File: src/rtl/size_cfg_bank.sv
// rtl/size_cfg_bank.sv - shadowed per-channel length registers with a busy-gated commit to the active set
module size_cfg_bank #(
    parameter int NCH      = 2,
    parameter int DW       = 5,
    parameter int MIN_SIZE = 1,
    parameter int MAX_SIZE = 2**DW-1,
    localparam int SW      = (NCH > 1) ? $clog2(NCH) : 1
) (
    input  logic              clk,
    input  logic              rst,
    input  logic              clr,
    input  logic              err_clr,
    input  logic              wr_en,
    input  logic [SW-1:0]     wr_sel,
    input  logic [DW-1:0]     wr_data,
    input  logic              commit_req,
    input  logic              core_busy,
    output logic              commit_ack,
    output logic [NCH*DW-1:0] size_o,
    output logic              pending_o,
    output logic [NCH-1:0]    err_o
);

    typedef enum logic [1:0] {IDLE, WAIT, COPY} state_t;

    localparam logic [DW-1:0] MIN_V = DW'(MIN_SIZE);
    localparam logic [DW-1:0] MAX_V = DW'(MAX_SIZE);

    state_t        state;
    logic [DW-1:0] shadow [NCH];
    logic [DW-1:0] active [NCH];
    logic          wr_ok;
    logic          wr_lo;
    logic          wr_hi;
    logic [DW-1:0] wr_val;

    // Writes to channels beyond NCH are dropped entirely.
    always_comb begin
        wr_ok  = wr_en && (32'(wr_sel) < NCH);
        wr_lo  = int'({1'b0, wr_data}) < MIN_SIZE;
        wr_hi  = int'({1'b0, wr_data}) > MAX_SIZE;
        wr_val = wr_data;
        if (wr_lo) begin
            wr_val = MIN_V;
        end else if (wr_hi) begin
            wr_val = MAX_V;
        end
    end

    always_comb begin
        size_o = '0;
        for (int k = 0; k < NCH; k++) begin
            size_o[k*DW +: DW] = active[k];
        end
    end

    always_ff @(posedge clk) begin
        if (rst || clr) begin
            state      <= IDLE;
            commit_ack <= 1'b0;
            pending_o  <= 1'b0;
            err_o      <= '0;
            for (int k = 0; k < NCH; k++) begin
                shadow[k] <= '0;
                active[k] <= '0;
            end
        end else begin
            commit_ack <= 1'b0;
            if (err_clr) begin
                err_o <= '0;
            end
            // Later assignments win, so a clamping write beats err_clr.
            if (wr_ok) begin
                shadow[wr_sel] <= wr_val;
                pending_o      <= 1'b1;
                if (wr_lo || wr_hi) begin
                    err_o[wr_sel] <= 1'b1;
                end
            end
            case (state)
                IDLE: if (commit_req) state <= WAIT;
                WAIT: if (!core_busy) state <= COPY;
                COPY: begin
                    // Copies the pre-edge shadow; a same-cycle write stays pending.
                    for (int k = 0; k < NCH; k++) begin
                        active[k] <= shadow[k];
                    end
                    commit_ack <= 1'b1;
                    if (!wr_ok) begin
                        pending_o <= 1'b0;
                    end
                    state <= IDLE;
                end
                default: state <= IDLE;
            endcase
        end
    end

endmodule

File: config.mk
export PLATFORM = sky130hd
export DESIGN_NAME = size_cfg_bank
export DESIGN_NICKNAME = d
export VERILOG_FILES = /design/src/rtl/size_cfg_bank.sv
export SDC_FILE = /design/constraint.sdc
export NUM_CORES = 1
export LEC_CHECK = 0
export CAP_MARGIN = 40
export CELL_PAD_IN_SITES_DETAIL_PLACEMENT = 1
export CELL_PAD_IN_SITES_GLOBAL_PLACEMENT = 1
export CORE_UTILIZATION = 33
export CTS_CLUSTER_SIZE = 30
export DETAILED_ROUTE_END_ITERATION = 10
export PLACE_DENSITY = 0.77
export SLEW_MARGIN = 20
export SYNTH_ARGS = -nofsm -noshare
export SYNTH_HDL_FRONTEND = slang
export SYNTH_SLANG_ARGS = --single-unit
File: constraint.sdc
create_clock -name clk -period 1.3 [get_ports clk]
set_clock_uncertainty 0.1 [all_clocks]
set_input_delay 0.195 -clock clk [delete_from_list [all_inputs] [get_ports clk]]
set_output_delay 0.195 -clock clk [all_outputs]
set_load 0.005 [all_outputs]
## After elaboration in Yosys (flattened, before gate mapping)

Memory sizes are Yosys's and may differ from the RTL's.
Cells that the tools add are included.

- Multiplexer cells: 26
- Reductions and logical operators: 5
- $mul: 0
- Div/mod/pow operators: 0
- Equal/unequal tests: 4
- Order comparisons: 3
- Add/sub/neg operators: 0
- Shifts and indexed selects: 0
- Bitwise gates (word level): 3

Operators by type and width:

| kind | number |
|---|---|
| 5-bit two-way mux | 4 |
| 1-bit two-way mux | 14 |
| 2-bit two-way mux | 6 |
| 5-bit by 1-bit less-than comparator with 1-bit output (second input constant) | 1 |
| 5-bit OR reduction | 1 |
| 2-bit inequality test (second input constant) | 2 |
| 2-bit one-hot mux with 2 select lines | 1 |
| 2-bit by 1-bit equality test with 1-bit output (second input constant) | 1 |
| 2-bit equality test (second input constant) | 1 |
| 2-bit zero test | 1 |
| 1-bit by 2-bit less-than comparator with 1-bit output (second input constant) | 1 |
| 1-bit OR | 2 |
| 2-bit OR | 1 |
| 2-bit AND reduction | 1 |
| 1-bit demux with 1-bit select | 1 |
| 1-bit greater-or-equal comparator (second input constant) | 1 |
| 1-bit logical AND | 1 |
| 1-bit logical OR | 1 |

- Input port bits: 13
- Word-level logic and storage cells: 47
- Bits in latches: 0
- Memories: 2
- ROM bits: 0
- Register bits after elaboration: 6
- Bits in writable memories: 20

Memories:

| memory | words | width | read ports | clocked after memory_dff | write ports | line | source |
|---|---|---|---|---|---|---|---|
| active | 2 | 5 | 2 | 0 | 2 | 31 | `logic [DW-1:0] active [NCH];` |
| shadow | 2 | 5 | 2 | 0 | 2 | 30 | `logic [DW-1:0] shadow [NCH];` |

## Depth between registers and ports, before layout

Gate-level depths: netlist of the first run.

- Word-level depth: 7
- Depth in mapped cells: 5

## Worst setup path after synthesis of the first run

Ideal clock, no wire load.

- Path kind: reg2reg
- From: reg state[0]
- To: mem active[0][0], enable pin
- Library setup time: 0.340 ns
- Setup slack: 0.095 ns
- Arrival time: 0.766 ns
- Period minus slack after synthesis: 1.205 ns
- Stages on the path, launching flop included: 3
- Cell sequence: dfxtp_1 -> nand2b_1 -> nand2_1

RTL lines:

| what | line | source |
|---|---|---|
| start: declaration | 29 | `state_t state;` |
| start signal: assignment | 59 | `state <= IDLE;` |
| start signal: assignment | 81 | `IDLE: if (commit_req) state <= WAIT;` |
| start signal: assignment | 82 | `WAIT: if (!core_busy) state <= COPY;` |
| end: declaration | 31 |  |

==> impl_results.md, run 1 <==
- Final TNS setup: 0 ps
- Post-Route WL: 1.66 mm
- Port Buf Inserts: 26
- Detailed Place HPWL: 1.36 mm
- DRC violations left: 8
- Initial Util: 35.5%
- Mean Syn Cell Area: 14.2 sq um
- GRT busiest layer: met2
- Min Tclk post-route: 1250 ps
- Synth Register Bits: 26
- Max-slew violations: 0
- Initial antenna violation count: 0
- Die Height: 57.0 um
- TritonCTS clock tree: done
- Vias: 627
- Post-synthesis cell type count: 17
- Peak supply drop: 358 uV
- Setup crit start kind: register
- Post-route design area: 1340 sq um
- Status: finished with violations
- Fin nets: 118
- Worst min path class: input pin to register
- Max Freq: 800 MHz
- Crit-path max FO: 1
- CTS Hold Buffers Added: 0
- Final worst slack: 49.7 ps
- EDFF count, synth: 20
- Count leader, synth: edfxtp_1
- Vias in the first global route: 660
- CP delay by family, top: flip-flops
- Syn_nets: 83
- CTS Buffer Depth: 2
- WL per Instance: 12.3 um
- Share of the synthesized area in the top cell type: 60.2%
- H-tree depth: 1
- Most used flip-flop cell after synthesis: edfxtp_1
- PwrDens: 1040 nW/um^2
- Root Driver: clkbuf_4
- Layout cell share with drive strength beyond 1: 15.4%
- Routed Antenna Nets: 0
- Clock transition at path regs: 130 ps
- Worst Tran Pin Value: 311 ps
- Placed cell areas: 1320 sq um
- Rel. slew slack: 79.1%
- Post-placement cell count: 131
- Yosys Warn Count: 0
- Via density: 4.64
- M2 GR Usage: 22.4%
- Violated checks: design-rule violations
- Die Area: 3250 sq um
- Final worst path period share: 96.2%
- Num ports: 27
- Req. time, crit path: 1000 ps
- Post-layout total power: 1.39 mW
- Gr ovfl total: 0
- CORE AREA: 2810 sq um
- Synth area leader: edfxtp_1
- Area delta synth->final: 34.1%
- CP arrival: 960 ps
- Setup Viol. Count Final: 0
- Commonest cells in the netlist: 20 x edfxtp_1, 18 x and2_1, 6 x dfxtp_1, 4 x nand2_1, 4 x nor2_1
- Worst setup path class: register to output port
- CP max stage delay: 380 ps
- Largest net degree at the start of global routing: 15
- Synthesized instance count: 70
- Critical path buffers and inverters: 1
- RSZ-0062 raised after global routing: no
- Row cnt: 19
- CTS sink cnt: 26
- Register area share after synthesis: 72.3%
- Antenna diodes: 0
- Clk_lat worst skew: 310 ps
- Met3 track demand over resource: 2.27%
- GP Congestion: 0.704
- Global Route met1 Usage: 12.7%
- FFs w/ async S/R, synth: 0%
- Drt initial violations: 18
- Crit-path slowest cell: edfxtp_1
- First-pass GRT wire length: 2.90 mm
- CTS buffer count: 3
- GRT Overall Usage: 12.3%
- Die Width: 57.0 um
- Fin. Hold Viols: 0
- Top cells by area, synth: edfxtp_1 60%, dfxtp_1 12%, and2_1 11%
- Post-Layout Cell Count: 135
- Place WS: -327 ps
- Max_cap viols: 0
- Crit-path cells: dlygate4sd2_1
- Crit end category: output port
- Drt pass-1 iters: 6
- LEAKAGE: 0.553 nW
- Cell Area, Synth: 997 sq um
[stage by stage]
stage,hold slack (ps),utilization (%)
after CTS,338,47.5
after global routing,355,47.7
after global placement,331,47.0
final,351,47.7
after floorplan,174,-
after detailed placement,357,47.0
[placed cells by master, fill, tap and decap left out, drive strengths merged]
cell	count
edfxtp	20
and2	18
clkdlybuf4s50	12
dlygate4sd2	11
nor2	7
buf	6
dfxtp	6
nand2	4
nor3	3
clkbuf	3
clkdlybuf4s15	3
nand2b	2
a22o	2
or2	1
a21oi	1
nor4	1
nor2b	1
mux2i	1
nor4b	1
clkinv	1
[area by class of cell]
| cell class | instances | area, sq um |
|---|---|---|
| multi-input combinational | 42 | 256 |
| fill | 297 | 1470 |
| timing repair buffer | 32 | 292 |
| clock buffer | 3 | 22.5 |
| tap | 31 | 38.8 |
| clock inverter | 1 | 3.75 |
| sequential | 26 | 724 |
[sequential cells by signal (all words and copies together) (netlist names)]
signal,count
active,10
commit_ack,1
err_o,2
pending_o,1
shadow,10
state,2
[worst paths after layout]
check	startpoint	to	slack (ps)	cells after the start
setup / recovery	active[0][4]	size_o[4]	50	1
hold / removal	core_busy	state[1]	350	2
setup reg to reg	state[0]	active[0][3]	70	3
hold reg to reg	state[1]	state[1]	370	1
[routing by layer]
metal	vias to the layer above	wire, um
li1	310	-
met1	292	673
met2	21	865
met3	4	76
met4	0	42
met5	-	0
[power breakdown]
group,switching [mW],leakage [nW],internal [mW]
Sequential,0.00924,0.273,0.929
Clock,0.218,0.0154,0.112
Combinational,0.0494,0.265,0.0711
[what timing repair did]
item                       in CTS  in global routing
resized for setup              17                  4
setup endpoints to repair      14                 22
setup buffers                   0                  0
pin swaps                       0                  0
[cell families (layout without fill, tap and decap cells)]
group           Yosys count  in the layout  synth area share, %
compound gates            3              3                 2.26
buf+inv                   2             36                 2.26
flops                    26             26                 72.3
mux                       1              1                 1.00
simple gates             38             38                 22.2
Power figures use the tool's default switching activity.
==> run 2, diff against run 1 <==
==> constraint.sdc (replaced) <==
create_clock -name clk -period 1.1 [get_ports clk]
set_clock_uncertainty 0.1 [all_clocks]
set_input_delay 0.165 -clock clk [delete_from_list [all_inputs] [get_ports clk]]
set_output_delay 0.165 -clock clk [all_outputs]
set_load 0.005 [all_outputs]
==> run 2 against run 1 <==
- the flow still finishes with violations (design-rule violations)
- first-iteration DRC count shrank 11%
- clock power grew 21%
- non-clock buffer count grew 1
- sequential power grew 18%
- sequential share of layout area shrank 1.5 points
- utilization grew 1.6 points
- hold slack lost 170 ps
- combinational power grew 31%
- critical path type unchanged
==> impl_results.md, run 2 (synthesis results as in run 1) <==
- Post-placement cell count: 132 (+0.76%)
- Violated checks: design-rule violations
- Crit-path cells: buf_2
- Drt pass-1 iters: 7 (+1)
- CTS buffer count: 3 (unchanged)
- TritonCTS clock tree: done
- Antenna diodes: 0 (unchanged)
- Die Width: 57.0 um (unchanged)
- Row cnt: 19 (unchanged)
- LEAKAGE: 0.580 nW (+4.9%)
- Crit-path max FO: 1 (unchanged)
- Die Area: 3250 sq um (unchanged)
- Post-Layout Cell Count: 137 (+1.5%)
- PwrDens: 1210 nW/um^2 (+16%)
- Worst Tran Pin Value: 403 ps (+91.7 ps)
- Most common cell after layout, fill and taps aside: edfxtp_1
- Worst min path class: input pin to register
- Largest net degree at the start of global routing: 15 (unchanged)
- CORE AREA: 2810 sq um (unchanged)
- Place WS: -478 ps (-151 ps)
- CTS Hold Buffers Added: 0 (unchanged)
- Max-slew violations: 0 (unchanged)
- Post-layout total power: 1.67 mW (+20%)
- Critical path buffers and inverters: 1 (unchanged)
- Routed Antenna Nets: 0 (unchanged)
- Detailed Place HPWL: 1.30 mm (-4.5%)
- Num ports: 27 (unchanged)
- Post-Route WL: 1.86 mm (+12%)
- CP max stage delay: 390 ps (about the same)
- Area delta synth->final: 38.6%
- WL per Instance: 13.6 um (+11%)
- Final worst slack: 7.90 ps (-41.8 ps)
- Crit-path slowest cell: edfxtp_1
- Port Buf Inserts: 26 (unchanged)
- Core Util, Final: 49.3% (+1.6 points)
- Most frequent cells in the layout: 20 x edfxtp_1, 14 x buf_2, 11 x and2_1
- Min Tclk post-route: 1090 ps
- Via density: 4.72 (+1.5%)
- Status: finished with violations
- Number of fill cells in the layout: 313 (+5.4%)
- Max_cap viols: 0 (unchanged)
- Setup crit start kind: register
- Root Driver: clkbuf_4
- Largest regs: active x10, shadow x10
- CTS sink cnt: 26 (unchanged)
- First-pass GRT wire length: 3.06 mm (+5.5%)
- DRC violations left: 6 (-2)
- GP Congestion: 0.670 (-4.8%)
- Initial Util: 35.5% (unchanged)
- Vias in the first global route: 687 (+4.1%)
- Crit end category: output port
- Clk_lat worst skew: 310 ps (about the same)
- CTS Buffer Depth: 2 (unchanged)
- Rel. slew slack: 73.1% (-6.0 points)
- Fin nets: 120 (+1.7%)
- Req. time, crit path: 830 ps (-170 ps)
- GRT Overall Usage: 12.4% (+0.13 points)
- Max Freq: 916 MHz
- CP arrival: 830 ps (-130 ps)
- Die Height: 57.0 um (unchanged)
- Fin. Hold Viols: 0 (unchanged)
- Initial antenna violation count: 0 (unchanged)
- H-tree depth: 1 (unchanged)
- Gr ovfl total: 0 (unchanged)
- CP delay by family, top: flip-flops
- Setup Viol. Count Final: 0 (unchanged)
- Final worst path period share: 99.3%
- RSZ-0062 raised after global routing: yes
- Peak supply drop: 369 uV (+3.1%)
- Worst setup path class: register to output port
- Postcts setup bufs: 0 (unchanged)
- Drt initial violations: 16 (-2)
- Clock transition at path regs: 130 ps (about the same)
- Vias: 646 (+3.0%)
- Layout cell share with drive strength beyond 1: 49.1% (+34 points)
-- run 2: cell count changes in the layout (fill, tap and decap cells not counted), sizes merged --
| cell | previous run | this run |
|---|---|---|
| buf | 6 | 21 |
| clkdlybuf4s15 | 3 | 0 |
| clkdlybuf4s50 | 12 | 8 |
| dlygate4sd2 | 11 | 2 |
| dlymetal6s2s | 0 | 2 |
| nor2 | 7 | 8 |
-- run 2: worst paths after layout --
path,from,endpoint,slack [ps],cells past startpoint
worst max-delay path,active[0][4],size_o[4],8,1
worst min register to register,state[1],state[1],360,1
worst max register to register,state[0],active[0][5],20,3
worst min-delay path,wr_data[4],shadow[0][4],190,3
-- run 2: timing repair --
item                       4_1_cts  5_1_grt
cloned                           0        1
pin swaps                        3       12
gates resized for setup         70       16
setup endpoints to repair       48       51
-- run 2: metal layers --
metal / up-vias / wire length [um] / GRT usage (%)
met5: - / 0 / 0
met4: 0 / 27 / 6.27
met3: 2 / 87 / 2.04
met2: 20 / 938 / 20.8
met1: 309 / 809 / 15.5
li1: 315 / - / -
-- run 2: through the flow --
step / TNS, ps / cell area, sq um / hold WS [ps]
after floorplan: 0 / 1010 / 144
after global placement: -16370 / 1340 / 375
after detailed placement: -17950 / 1340 / 369
after CTS: -355 / 1330 / 249
after global routing: -627 / 1380 / 206
final: 0 / 1380 / 185
-- run 2: where the power goes --
group	internal, mW	switching, mW
Combinational	0.0830	0.0753
Sequential	1.10	0.0119
Clock	0.133	0.267
Total	1.31	0.354
-- run 2: cell type report --
class | count | area, sq um | share of cell area [%]
Sequential cell | 26 | 728 | 52.7
Multi-Input combinational cell | 43 | 344 | 24.9
Timing Repair Buffer | 33 | 245 | 17.7
Tap cell | 31 | 38.8 | 2.81
Clock buffer | 3 | 22.5 | 1.63
Clock inverter | 1 | 3.75 | 0.271
==> run 3, diff against run 2 <==
==> constraint.sdc (replaced) <==
create_clock -name clk -period 1.1 [get_ports clk]
set_clock_uncertainty 0.1 [all_clocks]
set_input_delay 0.165 -clock clk [delete_from_list [all_inputs] [get_ports clk]]
set_output_delay 0.165 -clock clk [all_outputs]
set_load 0.1 [all_outputs]
==> run 3 against run 2 <==
- the run ends with design-rule violations, negative setup slack left
- cell area rose by 15%
- cell count fell by 2.2%
- clock-buffer cell count rose by 1
- sequential power barely moved
- maximum frequency fell by 9.7%
- critical path type unchanged
- die area did not move
==> impl_results.md, run 3 (synthesis results as in run 1) <==
- Vias in the first global route: 685 (-0.29%)
- Number of fill cells in the layout: 267 (-15%)
- Req. time, crit path: 830 ps (about the same)
- Layout cell share with drive strength beyond 1: 49.5% (+0.46 points)
- Fin. Hold Viols: 0 (unchanged)
- Num ports: 27 (unchanged)
- CORE AREA: 2810 sq um (unchanged)
- Hold Path Stages: 2 (-1)
- Antenna diodes: 0 (unchanged)
- GRT Overall Usage: 13.5% (+1.1 points)
- CP delay by family, top: flip-flops
- Crit-path max FO: 1 (unchanged)
- CTS Buffer Depth: 2 (unchanged)
- CP arrival: 940 ps (+110 ps)
- Fin nets: 117 (-2.5%)
- Reg2reg start: state[0]
- Final worst path period share: 110% (+11 points)
- Largest regs: active x10, shadow x10
- RSZ-0062 raised after global routing: yes
- Post-placement cell count: 127 (-3.8%)
- Clock transition at path regs: 130 ps (about the same)
- Core Util, Final: 56.5% (+7.2 points)
- FF-to-FF End: active[0][0]
- PwrDens: 1180 nW/um^2 (-2.0%)
- Initial Util: 35.5% (unchanged)
- Port Buf Inserts: 26 (unchanged)
- Post-Route WL: 1.93 mm (+3.8%)
- Gr ovfl total: 0 (unchanged)
- Drt initial violations: 17 (+1)
- Crit end category: output port
- Initial antenna violation count: 0 (unchanged)
- Final worst slack: -109 ps (-117 ps)
- Worst Tran Pin Value: 352 ps (-50.9 ps)
- Routed Antenna Nets: 0 (unchanged)
- Peak supply drop: 409 uV (+11%)
- Detailed Place HPWL: 1.49 mm (+15%)
- Most frequent cells in the layout: 20 x edfxtp_1, 14 x buf_12, 10 x and2_1
- Most common cell after layout, fill and taps aside: edfxtp_1
- Largest net degree at the start of global routing: 15 (unchanged)
- LEAKAGE: 0.608 nW (+4.9%)
- Crit-path cells: buf_12
- Die Height: 57.0 um (unchanged)
- Rel. slew slack: 76.5% (+3.5 points)
- TritonCTS clock tree: done
- Crit-path slowest cell: edfxtp_1
- Max_cap viols: 0 (unchanged)
- H-tree depth: 1 (unchanged)
- Worst min path class: input pin to register
- Worst reg2reg setup slack: 0 ps (-20 ps)
- Root Driver: clkbuf_4
- Via density: 4.72 (about the same)
- CTS buffer count: 3 (unchanged)
- WL per Instance: 14.4 um (+6.1%)
- Setup crit start kind: register
- DRC violations left: 6 (unchanged)
- Worst setup path class: register to output port
- Drt pass-1 iters: 6 (-1)
- Max-slew violations: 0 (unchanged)
- Min Tclk post-route: 1210 ps (+117 ps)
- Die Width: 57.0 um (unchanged)
- Placed cell areas: 1450 sq um (+8.0%)
- GP Congestion: 0.665 (-0.75%)
- Max Freq: 827 MHz (-9.7%)
- Row cnt: 19 (unchanged)
- Hold_sp: wr_data[1]
- Setup Viol. Count Final: 14 (+14)
- Critical path buffers and inverters: 1 (unchanged)
- Post-Layout Cell Count: 134 (-2.2%)
- Area delta synth->final: 58.8%
- Status: finished with violations
- Die Area: 3250 sq um (unchanged)
- Path depth of the worst reg2reg path: 3 (unchanged)
- Vias: 632 (-2.2%)
- First-pass GRT wire length: 3.28 mm (+7.0%)
- Hold-critical path endpoint: shadow[0][1]
- Post-route design area: 1580 sq um (+15%)
- Clk_lat worst skew: 310 ps (about the same)
- CP max stage delay: 440 ps (+50 ps)
- CTS Hold Buffers Added: 0 (unchanged)
- CTS sink cnt: 26 (unchanged)
- Violated checks: design-rule violations, negative setup slack
[run 3: worst max-delay path by stage]
stage / start / end / slack [ps] / cells after the start
floorplan: active[0][0] / size_o[0] / -70 / 0
global placement: rst / shadow[1][1] / -450 / 4
detailed placement: clr / shadow[1][0] / -500 / 4
CTS: active[0][0] / size_o[0] / -130 / 1
global route: active[0][0] / size_o[0] / -170 / 1
finish: active[0][1] / size_o[1] / -110 / 1
[run 3: timing repair]
action / 4_1_cts / 5_1_grt
setup endpoints to repair: 58 / 52
buffers inserted: 1 / 1
pin swaps: 6 / 13
gates cloned: 1 / 0
resized for setup: 15 / 16
[run 3: power breakdown]
| part | leakage, nW | internal (mW) | total (mW) | switching [mW] |
|---|---|---|---|---|
| clock | 0.0150 | 0.141 | 0.407 | 0.266 |
| sequential | 0.275 | 1.10 | 1.13 | 0.0256 |
| combinational | 0.319 | 0.130 | 0.339 | 0.209 |
[run 3: routing by layer]
layer / global-route usage, % / share of wire (%) / vias up
met3: 2.95 / 3.9 / 2
met4: 6.27 / 1.2 / 0
met2: 24.9 / 54 / 17
met1: 14.7 / 41 / 300
met5: 0 / 0 / -
li1: - / - / 313
[run 3: per-stage QoR]
step / hold slack, ps / power, mW / setup slack [ps] / TNS (ps)
floorplan: 144 / 1.31 / -69.0 / -690
global placement: 386 / 1.46 / -447 / -16820
detailed placement: 394 / 1.47 / -501 / -19300
CTS: 205 / 1.87 / -128 / -1430
global route: 170 / 1.95 / -170 / -2120
finish: 163 / 1.87 / -109 / -1130
[run 3: final cells by class]
type | instances | area (sq um) | share of cell area (%)
sequential | 26 | 728 | 46.0
tap | 31 | 38.8 | 2.45
multi-input combinational | 43 | 359 | 22.7
timing repair buffer | 30 | 432 | 27.3
clock buffer | 4 | 26.3 | 1.66
